`src/rtl/branch_pkg.sv`:
```
// Shared definitions for the B-form branch unit: body field layout,
// unit identity and the stage A state encoding.
package branch_pkg;

    // Body layout, MSB-0 order: BO[0:4] BI[5:9] BD16[10:25] AA[26] LK[27]
    localparam int BODY_W         = 28;
    localparam int BO_LSB         = 23;
    localparam int BI_LSB         = 18;
    localparam int BD_LSB         = 2;
    localparam int AA_BIT         = 1;
    localparam int LK_BIT         = 0;

    localparam int BC_OPCODE      = 25;
    localparam int BRANCH_UNIT_ID = 6;

    typedef enum logic [1:0] {
        A_IDLE,
        A_WAIT_CR,
        A_EVAL
    } stage_a_e;

    function automatic logic [63:0] mode_mask(
        input logic [63:0] v,
        input logic        is64
    );
        return is64 ? v : {32'd0, v[31:0]};
    endfunction

endpackage

```
`src/rtl/bc_condition_eval.sv`:
```
// BO/BI condition evaluation for bc: CTR decrement/test and CR bit test.
// BO is held as a [4:0] vector, so BO[k] (MSB-0) lives at bo_i[4-k].
module bc_condition_eval (
    input  logic [4:0]  bo_i,
    input  logic [4:0]  bi_i,
    input  logic [63:0] ctr_i,
    input  logic [31:0] cr_i,
    input  logic        is64Bit_i,
    output logic [63:0] ctrM_o,
    output logic        ctrOk_o,
    output logic        condOk_o,
    output logic        taken_o
);

    logic ctrZero;

    assign ctrM_o   = bo_i[2] ? ctr_i : ctr_i - 64'd1;
    assign ctrZero  = is64Bit_i ? (ctrM_o == 64'd0)
                                : (ctrM_o[31:0] == 32'd0);
    assign ctrOk_o  = bo_i[2] | (ctrZero ^ ~bo_i[1]);
    // CR bit BI in MSB-0 numbering
    assign condOk_o = bo_i[4] | (cr_i[5'd31 - bi_i] == bo_i[3]);
    assign taken_o  = ctrOk_o & condOk_o;

endmodule

```
`src/rtl/bform_branch_unit.sv`:
```
// bc execution unit: owns CTR/LR, resolves the next fetch address
// through an evaluate stage (A) and a result stage (B).
module bform_branch_unit
    import branch_pkg::*;
#(
    parameter int addressWidth            = 64,
    parameter int instructionCounterWidth = 64,
    parameter int opcodeSize              = 12,
    parameter int bodySize                = BODY_W,
    parameter int bcOpcode                = BC_OPCODE
) (
    input  logic                               clock_i,
    input  logic                               reset_i,
    input  logic                               enable_i,
    output logic                               ready_o,
    input  logic [opcodeSize-1:0]              opcode_i,
    input  logic [addressWidth-1:0]            instructionAddress_i,
    input  logic [instructionCounterWidth-1:0] instMajId_i,
    input  logic                               is64Bit_i,
    input  logic [bodySize-1:0]                instructionBody_i,
    input  logic [31:0]                        cr_i,
    input  logic                               crBusy_i,
    input  logic                               ctrWrite_i,
    input  logic                               lrWrite_i,
    input  logic [63:0]                        sprData_i,
    input  logic                               flush_i,
    input  logic                               stall_i,
    output logic                               valid_o,
    output logic                               taken_o,
    output logic [addressWidth-1:0]            nextAddress_o,
    output logic [instructionCounterWidth-1:0] majId_o,
    output logic [63:0]                        ctr_o,
    output logic [63:0]                        lr_o
);

    logic                               aValid_q, aValid_d;
    logic [addressWidth-1:0]            aCia_q, aCia_d;
    logic [instructionCounterWidth-1:0] aMajId_q, aMajId_d;
    logic                               aIs64_q, aIs64_d;
    logic [bodySize-1:0]                aBody_q, aBody_d;

    logic                               bValid_q, bValid_d;
    logic                               bTaken_q, bTaken_d;
    logic [addressWidth-1:0]            bNext_q, bNext_d;
    logic [instructionCounterWidth-1:0] bMajId_q, bMajId_d;

    logic [63:0] ctr_q, ctr_d;
    logic [63:0] lr_q, lr_d;

    stage_a_e    aState;
    logic        advance;
    logic        accept;
    logic        isBc;
    logic [4:0]  bo;
    logic [15:0] bd;
    logic [63:0] cia64;
    logic [63:0] target;
    logic [63:0] fallthrough;
    logic [63:0] evalCtrM;
    logic        evalCtrOk;
    logic        evalCondOk;
    logic        evalTaken;
    logic        unusedEval;

    assign bo    = aBody_q[BO_LSB +: 5];
    assign bd    = aBody_q[BD_LSB +: 16];
    assign cia64 = 64'(aCia_q);

    bc_condition_eval u_eval (
        .bo_i      (bo),
        .bi_i      (aBody_q[BI_LSB +: 5]),
        .ctr_i     (ctr_q),
        .cr_i      (cr_i),
        .is64Bit_i (aIs64_q),
        .ctrM_o    (evalCtrM),
        .ctrOk_o   (evalCtrOk),
        .condOk_o  (evalCondOk),
        .taken_o   (evalTaken)
    );

    assign unusedEval = evalCtrOk ^ evalCondOk;

    assign target = mode_mask(
        (aBody_q[AA_BIT] ? 64'd0 : cia64) + {{48{bd[15]}}, bd},
        aIs64_q);
    assign fallthrough = mode_mask(cia64 + 64'd4, aIs64_q);

    always_comb begin
        aState = A_IDLE;
        if (aValid_q) begin
            aState = (!bo[4] && crBusy_i) ? A_WAIT_CR : A_EVAL;
        end
    end

    assign advance = (aState == A_EVAL) && !flush_i
                     && (!bValid_q || !stall_i);
    assign ready_o = !aValid_q || advance;
    assign accept  = enable_i && ready_o && !flush_i;
    assign isBc    = (opcode_i == opcodeSize'(bcOpcode));

    always_comb begin
        aValid_d = aValid_q;
        aCia_d   = aCia_q;
        aMajId_d = aMajId_q;
        aIs64_d  = aIs64_q;
        aBody_d  = aBody_q;
        if (advance) begin
            aValid_d = 1'b0;
        end
        if (accept) begin
            aValid_d = isBc;
            if (isBc) begin
                aCia_d   = instructionAddress_i;
                aMajId_d = instMajId_i;
                aIs64_d  = is64Bit_i;
                aBody_d  = instructionBody_i;
            end
        end
        if (flush_i) begin
            aValid_d = 1'b0;
        end
    end

    always_comb begin
        bValid_d = bValid_q;
        bTaken_d = bTaken_q;
        bNext_d  = bNext_q;
        bMajId_d = bMajId_q;
        if (bValid_q && !stall_i) begin
            bValid_d = 1'b0;
        end
        if (advance) begin
            bValid_d = 1'b1;
            bTaken_d = evalTaken;
            bNext_d  = addressWidth'(evalTaken ? target : fallthrough);
            bMajId_d = aMajId_q;
        end
        if (flush_i) begin
            bValid_d = 1'b0;
        end
    end

    // A retiring branch overrides a same-cycle mtspr to the same register
    always_comb begin
        ctr_d = ctr_q;
        lr_d  = lr_q;
        if (ctrWrite_i) begin
            ctr_d = sprData_i;
        end
        if (lrWrite_i) begin
            lr_d = sprData_i;
        end
        if (advance && !bo[2]) begin
            ctr_d = evalCtrM;
        end
        if (advance && aBody_q[LK_BIT]) begin
            lr_d = fallthrough;
        end
    end

    always_ff @(posedge clock_i or negedge reset_i) begin
        if (!reset_i) begin
            aValid_q <= 1'b0;
            aCia_q   <= '0;
            aMajId_q <= '0;
            aIs64_q  <= 1'b0;
            aBody_q  <= '0;
            bValid_q <= 1'b0;
            bTaken_q <= 1'b0;
            bNext_q  <= '0;
            bMajId_q <= '0;
            ctr_q    <= '0;
            lr_q     <= '0;
        end else begin
            aValid_q <= aValid_d;
            aCia_q   <= aCia_d;
            aMajId_q <= aMajId_d;
            aIs64_q  <= aIs64_d;
            aBody_q  <= aBody_d;
            bValid_q <= bValid_d;
            bTaken_q <= bTaken_d;
            bNext_q  <= bNext_d;
            bMajId_q <= bMajId_d;
            ctr_q    <= ctr_d;
            lr_q     <= lr_d;
        end
    end

    assign valid_o       = bValid_q;
    assign taken_o       = bTaken_q;
    assign nextAddress_o = bNext_q;
    assign majId_o       = bMajId_q;
    assign ctr_o         = ctr_q;
    assign lr_o          = lr_q;

endmodule

```
`config.mk`:
```
export PLATFORM = sky130hd
export DESIGN_NAME = bform_branch_unit
export DESIGN_NICKNAME = d
export VERILOG_FILES = /design/src/rtl/branch_pkg.sv /design/src/rtl/bc_condition_eval.sv /design/src/rtl/bform_branch_unit.sv
export SDC_FILE = /design/constraint.sdc
export NUM_CORES = 1
export LEC_CHECK = 0
export ABC_CLOCK_PERIOD_IN_PS = 5590
export CAP_MARGIN = 20
export CORE_ASPECT_RATIO = 1.75
export CORE_UTILIZATION = 44
export CTS_BUF_LIST = sky130_fd_sc_hd__clkbuf_2
export DETAILED_ROUTE_END_ITERATION = 12
export PLACE_DENSITY = 0.7
export SLEW_MARGIN = 20
export SYNTH_ARGS = -nofsm -noshare
export SYNTH_HDL_FRONTEND = slang
export SYNTH_SLANG_ARGS = --single-unit
export TNS_END_PERCENT = 1
```
`constraint.sdc`:
```
create_clock -name clock_i -period 5.59 [get_ports clock_i]
set_input_delay 1.118 -clock clock_i [delete_from_list [all_inputs] [get_ports clock_i]]
set_output_delay 1.118 -clock clock_i [all_outputs]
set_load 0.1 [all_outputs]
```
## Yosys cells after proc, flatten, opt, wreduce, memory -nomap -nowiden

Cells that the tools add are included.

| word-level totals | value |
|---|---|
| memory bits (read-only) | 0 |
| input bits | 273 |
| memories kept | 0 |
| bits in writable memories | 0 |
| output and inout port bits | 259 |
| bits in registers | 416 |
| word-level logic and storage cells | 67 |
| latch bits | 0 |

| cells by class | value |
|---|---|
| equal/unequal tests | 3 |
| mux-type cells | 20 |
| bitwise logic cells | 5 |
| reduce and logical (&&, ||, !) cells | 23 |
| shift-type cells | 0 |
| $mul | 0 |
| div/mod/pow operators | 0 |
| magnitude comparators | 1 |
| add/sub/neg operators | 4 |

Operators with widths:

| kind | count |
|---|---|
| $mux 64 | 9 |
| $add 64x3->64 const B | 1 |
| $add 64x64->64 | 1 |
| $logic_not 64->1 | 1 |
| $sub 64x1->64 const B | 1 |
| $logic_not 32->1 | 1 |
| $eq 12x5->1 const B | 1 |
| $logic_and 1x1->1 | 8 |
| $mux 1 | 8 |
| $logic_not 1->1 | 6 |
| $lt 5x6->1 const B | 1 |
| $reduce_bool 3->1 | 2 |
| $bmux 1 s5 | 1 |
| $sub 5x5->5 const A | 1 |
| $mux 2 | 2 |
| $reduce_bool 2->1 | 2 |
| $eq 2x2->1 const B | 1 |
| $logic_or 1x1->1 | 2 |
| $or 1x1->1 | 2 |
| $reduce_and 2->1 | 1 |
| $and 1x1->1 | 1 |
| $eq 1x1->1 | 1 |
| $not 1->1 | 1 |
| $xor 1x1->1 | 1 |

## Logic depth before layout (Yosys ltp)

| logic depth | value |
|---|---|
| word-level depth | 12 |
| gate-level depth with buffers | 16 |
| depth with buffers taken out | 14 |

## Modules after synthesis

A second synthesis with hierarchy kept.

| second synthesis, totals | value |
|---|---|
| cells, all modules | 2,619 |
| area total of the unflattened synthesis | 24,576.1 µm² |

Modules (own cells, without submodules):

| module | seq. area each (µm²) | area each (µm²) | cells each | instances |
|---|---|---|---|---|
| bform_branch_unit | 10,410.0 | 22,366.5 | 2,302 | 1 |
| bc_condition_eval | 0.0 | 2,209.6 | 317 | 1 |

## Worst setup path before layout

OpenSTA, ideal clock, no wires.

| path | value |
|---|---|
| path type | register to register |
| start point | reg ctr_q[0], in the netlist ctr_o[0] |
| end point | reg bNext_q[16], in the netlist nextAddress_o[16] |
| buffers on the path | 3 |
| setup time | 126 ps |
| cell stages (with the launch flop) | 16 |
| path slack | 581 ps |
| arrival | 4,883 ps |
| cells stage by stage | dfrtp_1 inv_1 ha_1 or4b_1 buf_2 or3_4 clkbuf_1 nor4_1 xor2_1 or4b_2 nor4_1 or4b_4 o21ai_2 nor2_4 buf_6 a221o_1 |

| between the ends | value |
|---|---|
| longest elaborated chain between the ends | 8 |
| elaborated cells between the ends (all ways) | 9 |
| classes of those cells | add/sub: 1; mux: 3; bitwise: 3; reduce/logical: 2 |

Ends and longest elaborated chain:

| what | RTL line | RTL |
|---|---|---|
| from (decl) | bform_branch_unit.sv:47 | `logic [63:0] ctr_q, ctr_d;` |
| from (signal assigned) | bform_branch_unit.sv:184 | `ctr_q <= ctr_d;` |
| $sub 64x1->64 | bc_condition_eval.sv:17 | `assign ctrM_o = bo_i[2] ? ctr_i : ctr_i - 64'd1;` |
| $mux 64 (*) | bc_condition_eval.sv:17 |  |
| $logic_not 64->1 or $logic_not 32->1 (tied branches) | bc_condition_eval.sv:18, bc_condition_eval.sv:19 |  |
| $mux 1 (*) | bc_condition_eval.sv:18 | `assign ctrZero = is64Bit_i ? (ctrM_o == 64'd0)` |
| $xor 1x1->1 (*) | bc_condition_eval.sv:20 | `assign ctrOk_o = bo_i[2] \| (ctrZero ^ ~bo_i[1]);` |
| $or 1x1->1 (*) | bc_condition_eval.sv:20 |  |
| $and 1x1->1 (*) | bc_condition_eval.sv:23 | `assign taken_o = ctrOk_o & condOk_o;` |
| $mux 64 (*) | bform_branch_unit.sv:135 | `bNext_d = addressWidth'(evalTaken ? target : fallthrough);` |
| to (signal assigned) | bform_branch_unit.sv:182 | `bNext_q <= bNext_d;` |
| to (decl) | bform_branch_unit.sv:44 | `logic [addressWidth-1:0] bNext_q, bNext_d;` |

Mark *: on every way between the ends. The rest lies on a longest branch, timed or not.
A chain may end at the register's enable or synchronous reset.

## Final worst setup path

| path | value |
|---|---|
| start point | reg ctr_q[0], in the netlist ctr_o[0] |
| end point | reg bNext_q[1], in the netlist nextAddress_o[1] |

Same word-level chain as after synthesis.

==> results.json <==
{
  "firstDrtPassIters": 6,
  "coreArea_sq_um": 56400,
  "nets": 3612,
  "row_count": 115,
  "ys_seq_area_frac": 0.411,
  "holdPathStages": 2,
  "io_buffer_count": 530,
  "drive_gt1_frac": 0.136,
  "async_reset_ff_frac": 1.00,
  "yosys_warnings": 0,
  "totalWireLength_mm": 96.2,
  "cts_resized": 0,
  "synthToLayoutAreaGrowth_pct": 27.7,
  "syn_inst": 2757,
  "antenna_found_initial": 1,
  "worst_setup_path_start_kind": "register",
  "grt_first_pass_wirelength_mm": 147,
  "hold_viol_final": 0,
  "finalCriticalPeriod_ns": 5.40,
  "clkTransAtPathRegs_ns": 0.11,
  "grt_usage": 0.329,
  "worstSetupEndpointType": "register",
  "ff2ff_setup_slack_ns": 0.19,
  "num_io_pins": 532,
  "dieWidth_microns": 183,
  "initial_core_util": 0.448,
  "hold_path.class": "register to register",
  "run_status": "finished, final reports clean",
  "drc": 0,
  "wl_per_cell_microns": 23.4,
  "max-slew-margin-rel": 0.219,
  "ys.flop_type": "dfrtp_1",
  "ys_ff_latch": 415,
  "gp_congestion": 0.962,
  "drv_slew": 0,
  "tns_ns": 0,
  "synth-edff-count": 0,
  "cts_sinks": 415,
  "worstMarginPinSlew_ns": 1.17,
  "power-per-cell-area_nw_per_um2": 209,
  "cts_max_path_buffers": 3,
  "rsz0062_at_grt": "no",
  "dieArea_sq_um": 58400,
  "root_buffer": "clkbuf_2",
  "cp_data_arrival_time_ns": 6.36,
  "fin_crit_sh": 0.966,
  "cts_setup_buffers": 0,
  "rr_endpoint": "nextAddress_o[1]",
  "synth_area_per_cell_sq_um": 9.16,
  "holdCritStartpoint": "aMajId_q[62]",
  "p_leak_uw": 0.0143,
  "max_freq_ghz": 0.185,
  "grt_pass1_vias": 24500,
  "crit_type": "register to register",
  "cts_max_level": 3,
  "timing.rr.start": "ctr_o[0]",
  "setup_violations": 0,
  "vias": 24200,
  "syn_nets": 3096,
  "synth_common_cells": "nand2_1, dfrtp_1, mux2_2",
  "hpwl_mm": 73.7,
  "syn_area_sq_um": 25300,
  "grt_overflow": 0,
  "max_stage_delay_ns": 0.71,
  "synth_area_leaders": "dfrtp_1, mux2_2, nand2_1",
  "fin_util": 0.572,
  "rr_worst_depth": 14,
  "yosysMostFrequentCell": "nand2_1",
  "grt_max_degree": 107,
  "crit_chain": "inv_1, ha_1, or4b_1, nor4_1, xor2_1, or4b_1, or4b_2, nor4_1, or4b_4, o21a_1, buf_12, nand2_1, buf_4, o311ai_0",
  "drt_iter0_drc": 2043,
  "skew_ns": 0.122,
  "drv_cap": 0,
  "cts_tree": "built",
  "yosys.area.top_type": "dfrtp_1",
  "synth.distinct_cells": 82,
  "critPathMaxFanout": 42,
  "numCtsBuffers": 98,
  "antenna_left": 0,
  "crit_required_ns": 6.55,
  "cp_slowest_cell": "or4b_2",
  "netlist.area_leader.share": 0.411,
  "min_to": "majId_o[62]",
  "ir_worst_vdd_v": 0.000167,
  "vias_per_cell": 5.89,
  "insertion_delay_ns": 1.18,
  "die_h_microns": 319
}
flip-flops by register name, indices dropped and copies added, names as in the netlist:
register,count
ctr_o,64
taken_o,1
aIs64_q,1
aBody_q,27
aValid_q,1
majId_o,64
nextAddress_o,64
aCia_q,64
lr_o,64
valid_o,1
aMajId_q,64
critical path, delay by kind of cell, from the launching register on:
family          cells  cell delay (ns)
compound gates      2             0.31
xor+xnor            1             0.14
fa+ha+maj           1             0.28
buf+inv             3             0.58
flops               1             0.47
simple gates        7             3.43
area by class of cell:
class	count	area (sq um)
diodes	1	2.50
clock buffers	136	681
clock inverters	35	148
fillers	5175	24100
inverters	35	131
multi-input cells	2129	14100
flip-flops and latches	415	10400
well taps	760	951
repair buffers	594	5900
per-stage QoR:
stage	power, uW	setup WS, ns	area [sq um]	instances	hold WS, ns
floorplan	4210	0.581	25300	2757	0.435
global placement	4840	0.390	31400	3932	0.443
detailed placement	4860	0.287	31400	3932	0.452
CTS	6830	0.271	32300	4104	0.369
global route	7050	0.00744	32300	4105	0.459
finish	6760	0.188	32300	4105	0.457
cells by family (layout without fill, tap and decap cells):
| family | Yosys count | count (layout) | share of synthesized area |
|---|---|---|---|
| other cells | 0 | 1 | 0 |
| flops | 415 | 415 | 0.411 |
| simple gates | 1103 | 1103 | 0.216 |
| compound gates | 607 | 607 | 0.158 |
| mux | 232 | 232 | 0.107 |
| buf+inv | 213 | 800 | 0.0337 |
| xor+xnor | 121 | 121 | 0.0420 |
| fa+ha+maj | 66 | 66 | 0.0330 |
cell usage in the layout, fill, tap and decap left out, types with 21 or more instances in the layout:
cell and count:
or3_1 36, xnor2_1 80, o21ai_0 162, a21oi_1 151, buf_4 55, nand3_1 72, a211oi_1 25, clkbuf_2 136
nand2_1 433, nand4_1 86, inv_1 35, nor3_1 66, clkdlybuf4s50_1 527, a21o_1 45, a221o_1 25, dfrtp_1 412
nor2b_1 75, o211ai_1 28, and3_1 23, or4_1 21, ha_1 65, clkinv_1 24, xor2_1 41, mux2_2 198
mux2i_1 24, nor2_1 142, nor4_1 52
routing by layer:
metal	track usage	up-vias	wire length [microns]
li1	-	11200	-
met1	0.383	11600	36500
met3	0.0706	243	7430
met5	0	-	0
met2	0.557	1148	46800
met4	0.188	0	5460
what timing repair did:
item / in CTS / in global routing
endpoints found under the setup margin: 0 / 0
hold buffers: 1 / 0
endpoints found under the hold margin: 83 / 0
how the worst max path moves through the flow:
stage	from	end	slack, ns
after global placement	ctr_o[0]	nextAddress_o[1]	0.39
after floorplan	ctr_o[0]	nextAddress_o[16]	0.58
after global routing	ctr_o[0]	nextAddress_o[1]	0.007
after detailed placement	ctr_o[0]	nextAddress_o[1]	0.29
after CTS	ctr_o[0]	nextAddress_o[1]	0.27
final	ctr_o[0]	nextAddress_o[1]	0.19
report_power, final:
| group | switching, uW | total [uW] | internal [uW] |
|---|---|---|---|
| clock | 1290 | 1950 | 660 |
| sequential | 147 | 3240 | 3100 |
| combinational | 1070 | 1560 | 485 |
No activity file was read; power rests on OpenSTA's default activity.
